**src/rtl/divider_pkg.sv**
```systemverilog
// Shared definitions for the sequential restoring divider.
//   state_t : FSM state encoding (IDLE, CALC, DONE)
//   DIV_N   : default divisor width; dividend and quotient are 2*DIV_N bits
package divider_pkg;

    localparam int DIV_N = 4;

    typedef enum logic [1:0] {
        IDLE = 2'd0,
        CALC = 2'd1,
        DONE = 2'd2
    } state_t;

endpackage : divider_pkg

```
**src/rtl/div_step.sv**
```systemverilog
// One combinational restoring-division step.
// Ports:
//   part_rem [N:0]   - partial remainder from the previous step
//   next_bit         - next dividend bit (MSB first)
//   divisor  [N-1:0] - captured divisor
//   next_rem [N:0]   - partial remainder after this step
//   q_bit            - quotient bit produced by this step
module div_step
    import divider_pkg::*;
#(
    parameter int N = DIV_N
) (
    input  logic [N:0]   part_rem,
    input  logic         next_bit,
    input  logic [N-1:0] divisor,
    output logic [N:0]   next_rem,
    output logic         q_bit
);

    logic [N:0]   shifted;
    logic [N+1:0] diff;
    logic         unused_msb;

    // The partial remainder is always below the divisor, so its top bit is
    // zero on entry and the shift can drop it. With a zero divisor the bits
    // shifted out are discarded, leaving the low dividend bits as remainder.
    assign shifted    = {part_rem[N-1:0], next_bit};
    assign unused_msb = part_rem[N];

    // One extra bit on the difference acts as the sign of the trial subtraction.
    assign diff     = {1'b0, shifted} - {2'b00, divisor};
    assign q_bit    = ~diff[N+1];
    assign next_rem = q_bit ? diff[N:0] : shifted;

endmodule : div_step

```
**src/rtl/seq_divider.sv**
```systemverilog
// Sequential unsigned restoring divider: 2*N-bit dividend by N-bit divisor,
// one quotient bit per clock, MSB first.
// Ports:
//   clk, rst            - clock, synchronous active-high reset
//   start               - accepted in IDLE; captures dividend and divisor
//   dividend [2N-1:0]   - unsigned dividend
//   divisor  [N-1:0]    - unsigned divisor
//   quotient [2N-1:0]   - result, held until the next accepted start
//   remainder[N-1:0]    - result, held until the next accepted start
//   busy                - high in CALC and DONE
//   done                - one-cycle result-valid pulse (DONE state)
//   div_by_zero         - set with done when a zero divisor was captured
// Configuration macro: DIV_BY_ZERO_CHECK_EN -- when defined, a zero divisor
// finishes after one CALC cycle with quotient all ones and remainder zero;
// otherwise div_by_zero is tied low and the full step sequence runs.
module seq_divider
    import divider_pkg::*;
#(
    parameter int N = DIV_N
) (
    input  logic           clk,
    input  logic           rst,
    input  logic           start,
    input  logic [2*N-1:0] dividend,
    input  logic [N-1:0]   divisor,
    output logic [2*N-1:0] quotient,
    output logic [N-1:0]   remainder,
    output logic           busy,
    output logic           done,
    output logic           div_by_zero
);

    localparam int             STEPS = 2 * N;
    localparam int             CNT_W = $clog2(STEPS);
    localparam logic [CNT_W-1:0] LAST = CNT_W'(STEPS - 1);

    state_t             state;
    logic [CNT_W-1:0]   cnt;
    logic [2*N-1:0]     work;    // dividend bits shift out the top, quotient bits in the bottom
    logic [N-1:0]       dvs;
    logic [N:0]         prem;
    logic [N:0]         next_rem;
    logic               q_bit;
    logic               dbz_hit;

    div_step #(.N(N)) u_step (
        .part_rem (prem),
        .next_bit (work[2*N-1]),
        .divisor  (dvs),
        .next_rem (next_rem),
        .q_bit    (q_bit)
    );

`ifdef DIV_BY_ZERO_CHECK_EN
    logic dbz_q;
    assign dbz_hit     = (dvs == '0);
    assign div_by_zero = dbz_q;
`else
    assign dbz_hit     = 1'b0;
    assign div_by_zero = 1'b0;
`endif

    // NOTE: all state lives in this one clocked block and uses non-blocking
    // assignments so every register samples pre-edge values, as hardware does.
    always_ff @(posedge clk) begin
        if (rst) begin
            state     <= IDLE;
            cnt       <= '0;
            work      <= '0;
            dvs       <= '0;
            prem      <= '0;
            quotient  <= '0;
            remainder <= '0;
            busy      <= 1'b0;
            done      <= 1'b0;
`ifdef DIV_BY_ZERO_CHECK_EN
            dbz_q     <= 1'b0;
`endif
        end else begin
            done <= 1'b0;
            case (state)
                IDLE: begin
                    if (start) begin
                        state <= CALC;
                        busy  <= 1'b1;
                        work  <= dividend;
                        dvs   <= divisor;
                        prem  <= '0;
                        cnt   <= '0;
                    end
                end
                CALC: begin
                    if (dbz_hit) begin
                        state     <= DONE;
                        done      <= 1'b1;
                        quotient  <= '1;
                        remainder <= '0;
`ifdef DIV_BY_ZERO_CHECK_EN
                        dbz_q     <= 1'b1;
`endif
                    end else begin
                        work <= {work[2*N-2:0], q_bit};
                        prem <= next_rem;
                        cnt  <= cnt + 1'b1;
                        if (cnt == LAST) begin
                            state     <= DONE;
                            done      <= 1'b1;
                            quotient  <= {work[2*N-2:0], q_bit};
                            remainder <= next_rem[N-1:0];
`ifdef DIV_BY_ZERO_CHECK_EN
                            dbz_q     <= 1'b0;
`endif
                        end
                    end
                end
                DONE: begin
                    state <= IDLE;
                    busy  <= 1'b0;
                end
                default: begin
                    state <= IDLE;
                    busy  <= 1'b0;
                end
            endcase
        end
    end

endmodule : seq_divider

```
**config.mk**
```make
export PLATFORM = sky130hd
export DESIGN_NAME = seq_divider
export DESIGN_NICKNAME = d
export VERILOG_FILES = /design/src/rtl/divider_pkg.sv /design/src/rtl/div_step.sv /design/src/rtl/seq_divider.sv
export SDC_FILE = /design/constraint.sdc
export NUM_CORES = 1
export LEC_CHECK = 0
export ABC_AREA = 1
export CORE_MARGIN = 3
export CORE_UTILIZATION = 36
export CTS_BUF_LIST = sky130_fd_sc_hd__clkbuf_2
export CTS_CLUSTER_DIAMETER = 60
export CTS_CLUSTER_SIZE = 10
export DETAILED_ROUTE_END_ITERATION = 12
export GPL_ROUTABILITY_DRIVEN = 0
export HOLD_SLACK_MARGIN = 0.12
export PLACE_DENSITY = 0.58
export SYNTH_ARGS = -nofsm -noshare
export SYNTH_HDL_FRONTEND = slang
export SYNTH_HIERARCHICAL = 1
export SYNTH_SLANG_ARGS = --single-unit
```
**constraint.sdc**
```tcl
create_clock -name clk -period 1.5 [get_ports clk]
set_input_delay 0.15 -clock clk [delete_from_list [all_inputs] [get_ports clk]]
set_output_delay 0.15 -clock clk [all_outputs]
set_load 0.005 [all_outputs]
```
== Word-level counts from Yosys, hierarchy flattened ==
Index checks and enable logic that the tools add are counted.

* Register bits: 35
* Input port bits: 15
* Output and inout bits: 15

* Reductions and logical operators: 8
* Add/sub/neg operators: 2
* Mux-type cells: 13
* Equality and inequality tests: 4
* Bitwise operators: 2

{| class="wikitable"
|+ Operators by type and width
! kind !! count
|-
| 8-bit case mux with 2 select lines || 1
|-
| 2-bit AND reduction || 5
|-
| 4-bit two-way mux || 2
|-
| 8-bit two-way mux || 1
|-
| 4-bit case mux with 2 select lines || 1
|-
| 3-bit case mux with 2 select lines || 1
|-
| 5-bit by 4-bit subtractor with 6-bit output || 1
|-
| 2-bit two-way mux || 2
|-
| 2-bit != test (second input constant) || 2
|-
| 2-bit case mux with 2 select lines || 1
|-
| 3-bit by 1-bit adder with 3-bit output (second input constant) || 1
|-
| 3-bit equality test (second input constant) || 1
|-
| 3-bit two-way mux || 1
|-
| 2-bit by 1-bit equality test with 1-bit output (second input constant) || 1
|-
| 2-bit zero test || 1
|-
| 1-bit two-way mux || 2
|-
| 1-bit NOT || 2
|-
| 1-bit case mux with 2 select lines || 1
|-
| 2-bit nonzero test || 1
|-
| 2-bit OR reduction || 1
|}

== Longest topological paths before layout ==
* Word-level depth: 3
* Gate-level depth with buffers: 11
* Mapped depth without buffers: 11

== Cells and area by module ==
Netlist, hierarchy kept.

{| class="wikitable"
|+ By module, submodules not included
! module !! area an instance (um^2) !! times used !! cells each
|-
| seq_divider || 1437.6 || 1 || 201
|-
| div_step || 257.7 || 1 || 45
|}

== Worst setup path before layout ==
Ideal clock, no wire load.

* Path kind: reg2reg
* Start: register work[7]
* End: register prem[4] (netlist name)
* Library setup time: 137 ps
* Cell stages (with the launch flop): 13
* Data required time: 1363 ps
* Slack: 28 ps
* Data arrival time: 1336 ps
* Cells stage by stage: dfxtp_1 > inv_1 > ha_1 > inv_1 > fa_1 > nand3_1 > nand3_1 > nand2_1 > nand2_1 > nand2_1 > inv_1 > nand2_1 > a21oi_1

{| class="wikitable"
|+ RTL lines
! what !! line !! text
|-
| from (decl) || seq_divider.sv:39 || <nowiki>logic [2*N-1:0] work;</nowiki>
|-
| from (signal assigned) || seq_divider.sv:86 || <nowiki>work <= dividend;</nowiki>
|-
| from (signal assigned) || seq_divider.sv:102 || <nowiki>work <= {work[2*N-2:0], q_bit};</nowiki>
|}

== Worst setup path in the final report ==
* Start: register work[7]
* End: register prem[2]

* Cells in the longest elaborated chain, start to end: 3

{| class="wikitable"
|+ RTL lines
! what !! line !! text
|-
| 5-bit by 4-bit subtractor with 6-bit output || div_step.sv:31 || <nowiki>assign diff = {1'b0, shifted} - {2'b00, divisor};</nowiki>
|-
| 4-bit two-way mux || div_step.sv:33 || <nowiki>assign next_rem = q_bit ? diff[N:0] : shifted;</nowiki>
|-
| via next_rem[2] || seq_divider.sv:42 || <nowiki>logic [N:0] next_rem;</nowiki>
|-
| 4-bit case mux with 2 select lines || seq_divider.sv:81 || <nowiki>case (state)</nowiki>
|-
| to (signal assigned) || seq_divider.sv:103 || <nowiki>prem <= next_rem;</nowiki>
|-
| to (decl) || seq_divider.sv:41 || <nowiki>logic [N:0] prem;</nowiki>
|}

The timed path passes the listed nets, and every way through them passes these cells.
A chain may end at the register's enable or synchronous reset.

==> flow_summary.yaml <==
flow_run:
  maxCapViolCount: 0
min_path:
  hold_worst_path_end: "dvs[1]"
  whs_path_depth: 3
  timing.hold.worst.start: "divisor[1]"
  hp-class: "in2reg"
final_layout:
  n_fill_cell: 423
  seqCellArea_um2: 711
  finish.utilization_pct: 52.3
  total_inserted_antenna_cells: 0
  final_cell_area_mm2: 0.00218
  layout_cell_share_with_drive_strength_beyond_1_pct: 17.8
  finalNetCount: 291
  multi_input_comb_area_um2: 857
  syn_to_final_growth_pct: 34.7
routing:
  routed_antenna_nets: 0
  routed_vias: 1487
  drt-initial-drc-count: 76
  drt_drc_violations_left: 0
  drt-pass1-iter-count: 4
  route.detailed.wl_per_inst_um: 11.7
  vias_per_cell: 4.65
  routed_wirelength_mm: 3.74
setup_path:
  reg2reg_to: "prem[2]"
  critical_path_required_ns: 1.85
  worst_setup_path_end_kind: "flop"
  worstPathArrival_ns: 1.79
  kind_of_start_point_of_the_critical_path: "flop"
  crit_type: "reg2reg"
  r2r_start: "work[7]"
  reg2regPathDepth: 9
  regToRegSetupSlack_ns: 0.05
  path_max_fanout: 2
clock_network:
  cts-buffers-inserted: 5
  htreeDepth: 2
  cts_root_buf: "sky130_fd_sc_hd__clkbuf_2"
  cts.sink_count: 35
  ctsLongestPathBuffers: 2
  clock_transition_time_at_the_flip_flop_clock_pins_of_the_worst_setup_and_hold_paths_ns: 0.19
  clk-insertion-delay-late_ns: 0.40
  tritoncts: "yes"
die:
  ioPinCount: 30
  number_of_standard_cell_rows_in_the_floorplan: 23
  die_w_um: 73.1
  die_h_um: 73.1
  core_area_mm2: 0.00417
  die_area_mm2: 0.00534
  initial_utilization_pct: 38.8
sta:
  min_period_ns: 1.45
  clock-skew-final_ns: 0.0213
  setup_viol: 0
  setup_repair_after_global_routing_missed_its_margin: "yes"
  setup-tns-final_ns: 0
  finalHoldViolCount: 0
  maxClockFrequency_mhz: 691
  final_worst_path_period_share_pct: 96.5
  maxSlewViolCount: 0
global_route:
  grt_start_max_net_pins: 23
  gr-total-overflow: 0
  gr-usage-all-layers_pct: 15.5
  antenna_found_initial: 0
  grt_first_pass_wirelength_mm: 6.49
  grt_pass1_vias: 1511
logic_synthesis:
  syn-num-nets: 254
  netlist_area_before_placement_mm2: 0.00162
  syn-instance-count: 232
  syn_area_per_cell_um2: 6.98
  yosysWarnings: 6
power:
  worst_ir_drop_vdd_uv: 649
  power_density_mw_per_mm2: 1010
  leakage_nw: 1.00
  totalPowerFinal_mw: 2.20
run_status:
  run_status: "complete, no violations"
placement:
  placement.io_buffers: 28
  dpl.hpwl_mm: 2.59
  dpl-instance-area_mm2: 0.00199
-- layout make-up --
cell class                 count  area share [%]
multi-input combinational    166            39.3
sequential                    35            32.6
timing repair buffer          39            17.2
inverter                      22            3.90
clock inverter                 3            3.09
tap                           50            2.87
clock buffer                   5            1.15
-- routing by layer --
metal | GRT usage, % | share of wire, %
met5 | 0 | 0
met4 | 6.15 | 1.4
met3 | 3.99 | 4.1
met2 | 25.6 | 46
met1 | 19.2 | 49
-- critical path, cell delays in order (launching register included) --
cell                      delay (ns)
sky130_fd_sc_hd__dfxtp_2        0.36
sky130_fd_sc_hd__inv_2          0.05
sky130_fd_sc_hd__ha_4           0.13
sky130_fd_sc_hd__inv_4          0.03
sky130_fd_sc_hd__fa_2           0.35
sky130_fd_sc_hd__xor2_1         0.17
sky130_fd_sc_hd__nand2_1        0.07
sky130_fd_sc_hd__nand2_1        0.08
sky130_fd_sc_hd__nand2_1        0.05
sky130_fd_sc_hd__a21oi_1        0.11
-- worst max-delay path by stage --
stage          startpoint  endpoint  slack (ns)  cells after the start
4_1_cts            dvs[1]   prem[2]      -0.002                     10
3_3_place_gp      work[7]   prem[2]        0.02                      9
3_5_place_dp      work[7]   prem[2]        0.02                      9
2_1_floorplan     work[7]   prem[2]        0.13                      9
6_report          work[7]   prem[2]        0.05                      9
5_1_grt           work[7]   prem[3]       -0.05                     11
-- flip-flops by register name (all words and copies together) (netlist names) --
| name | flops |
|---|---|
| busy | 1 |
| cnt | 3 |
| done | 1 |
| dvs | 4 |
| prem | 4 |
| quotient | 8 |
| remainder | 4 |
| state | 2 |
| work | 8 |
-- through the flow --
| step | std cells | hold slack [ns] | setup WS, ns |
|---|---|---|---|
| after floorplan | 232 | 0.314 | 0.130 |
| after global placement | 309 | 0.454 | 0.0187 |
| after detailed placement | 309 | 0.457 | 0.0156 |
| after CTS | 318 | 0.343 | -0.00235 |
| after global routing | 320 | 0.377 | -0.0467 |
| final | 320 | 0.352 | 0.0532 |
-- where the power goes --
part | internal [mW] | switching [mW] | total (mW)
Sequential | 0.976 | 0.0367 | 1.01
Combinational | 0.177 | 0.211 | 0.388
Clock | 0.448 | 0.349 | 0.797
-- placed cells by master, fill, tap and decap left out, types with 3 or more instances in the layout --
master	count
sky130_fd_sc_hd__nand2_1	76
sky130_fd_sc_hd__clkbuf_2	5
sky130_fd_sc_hd__nor2_1	31
sky130_fd_sc_hd__inv_2	4
sky130_fd_sc_hd__buf_4	10
sky130_fd_sc_hd__ha_4	3
sky130_fd_sc_hd__nand2_2	4
sky130_fd_sc_hd__nand3_1	23
sky130_fd_sc_hd__dfxtp_1	27
sky130_fd_sc_hd__ha_1	3
sky130_fd_sc_hd__dfxtp_2	8
sky130_fd_sc_hd__clkdlybuf4s50_1	28
sky130_fd_sc_hd__nor2_4	3
sky130_fd_sc_hd__a21oi_1	6
sky130_fd_sc_hd__o21ai_0	5
sky130_fd_sc_hd__inv_1	17
-- timing repair --
| action | 4_1_cts | 5_1_grt |
|---|---|---|
| hold buffers | 0 | 0 |
| buffers inserted | 1 | 2 |
| pin swaps | 2 | 14 |
| setup endpoints to repair | 3 | 12 |
| resized for setup | 4 | 20 |
| hold endpoints to repair | 0 | 0 |
Power figures use the tool's default switching activity.
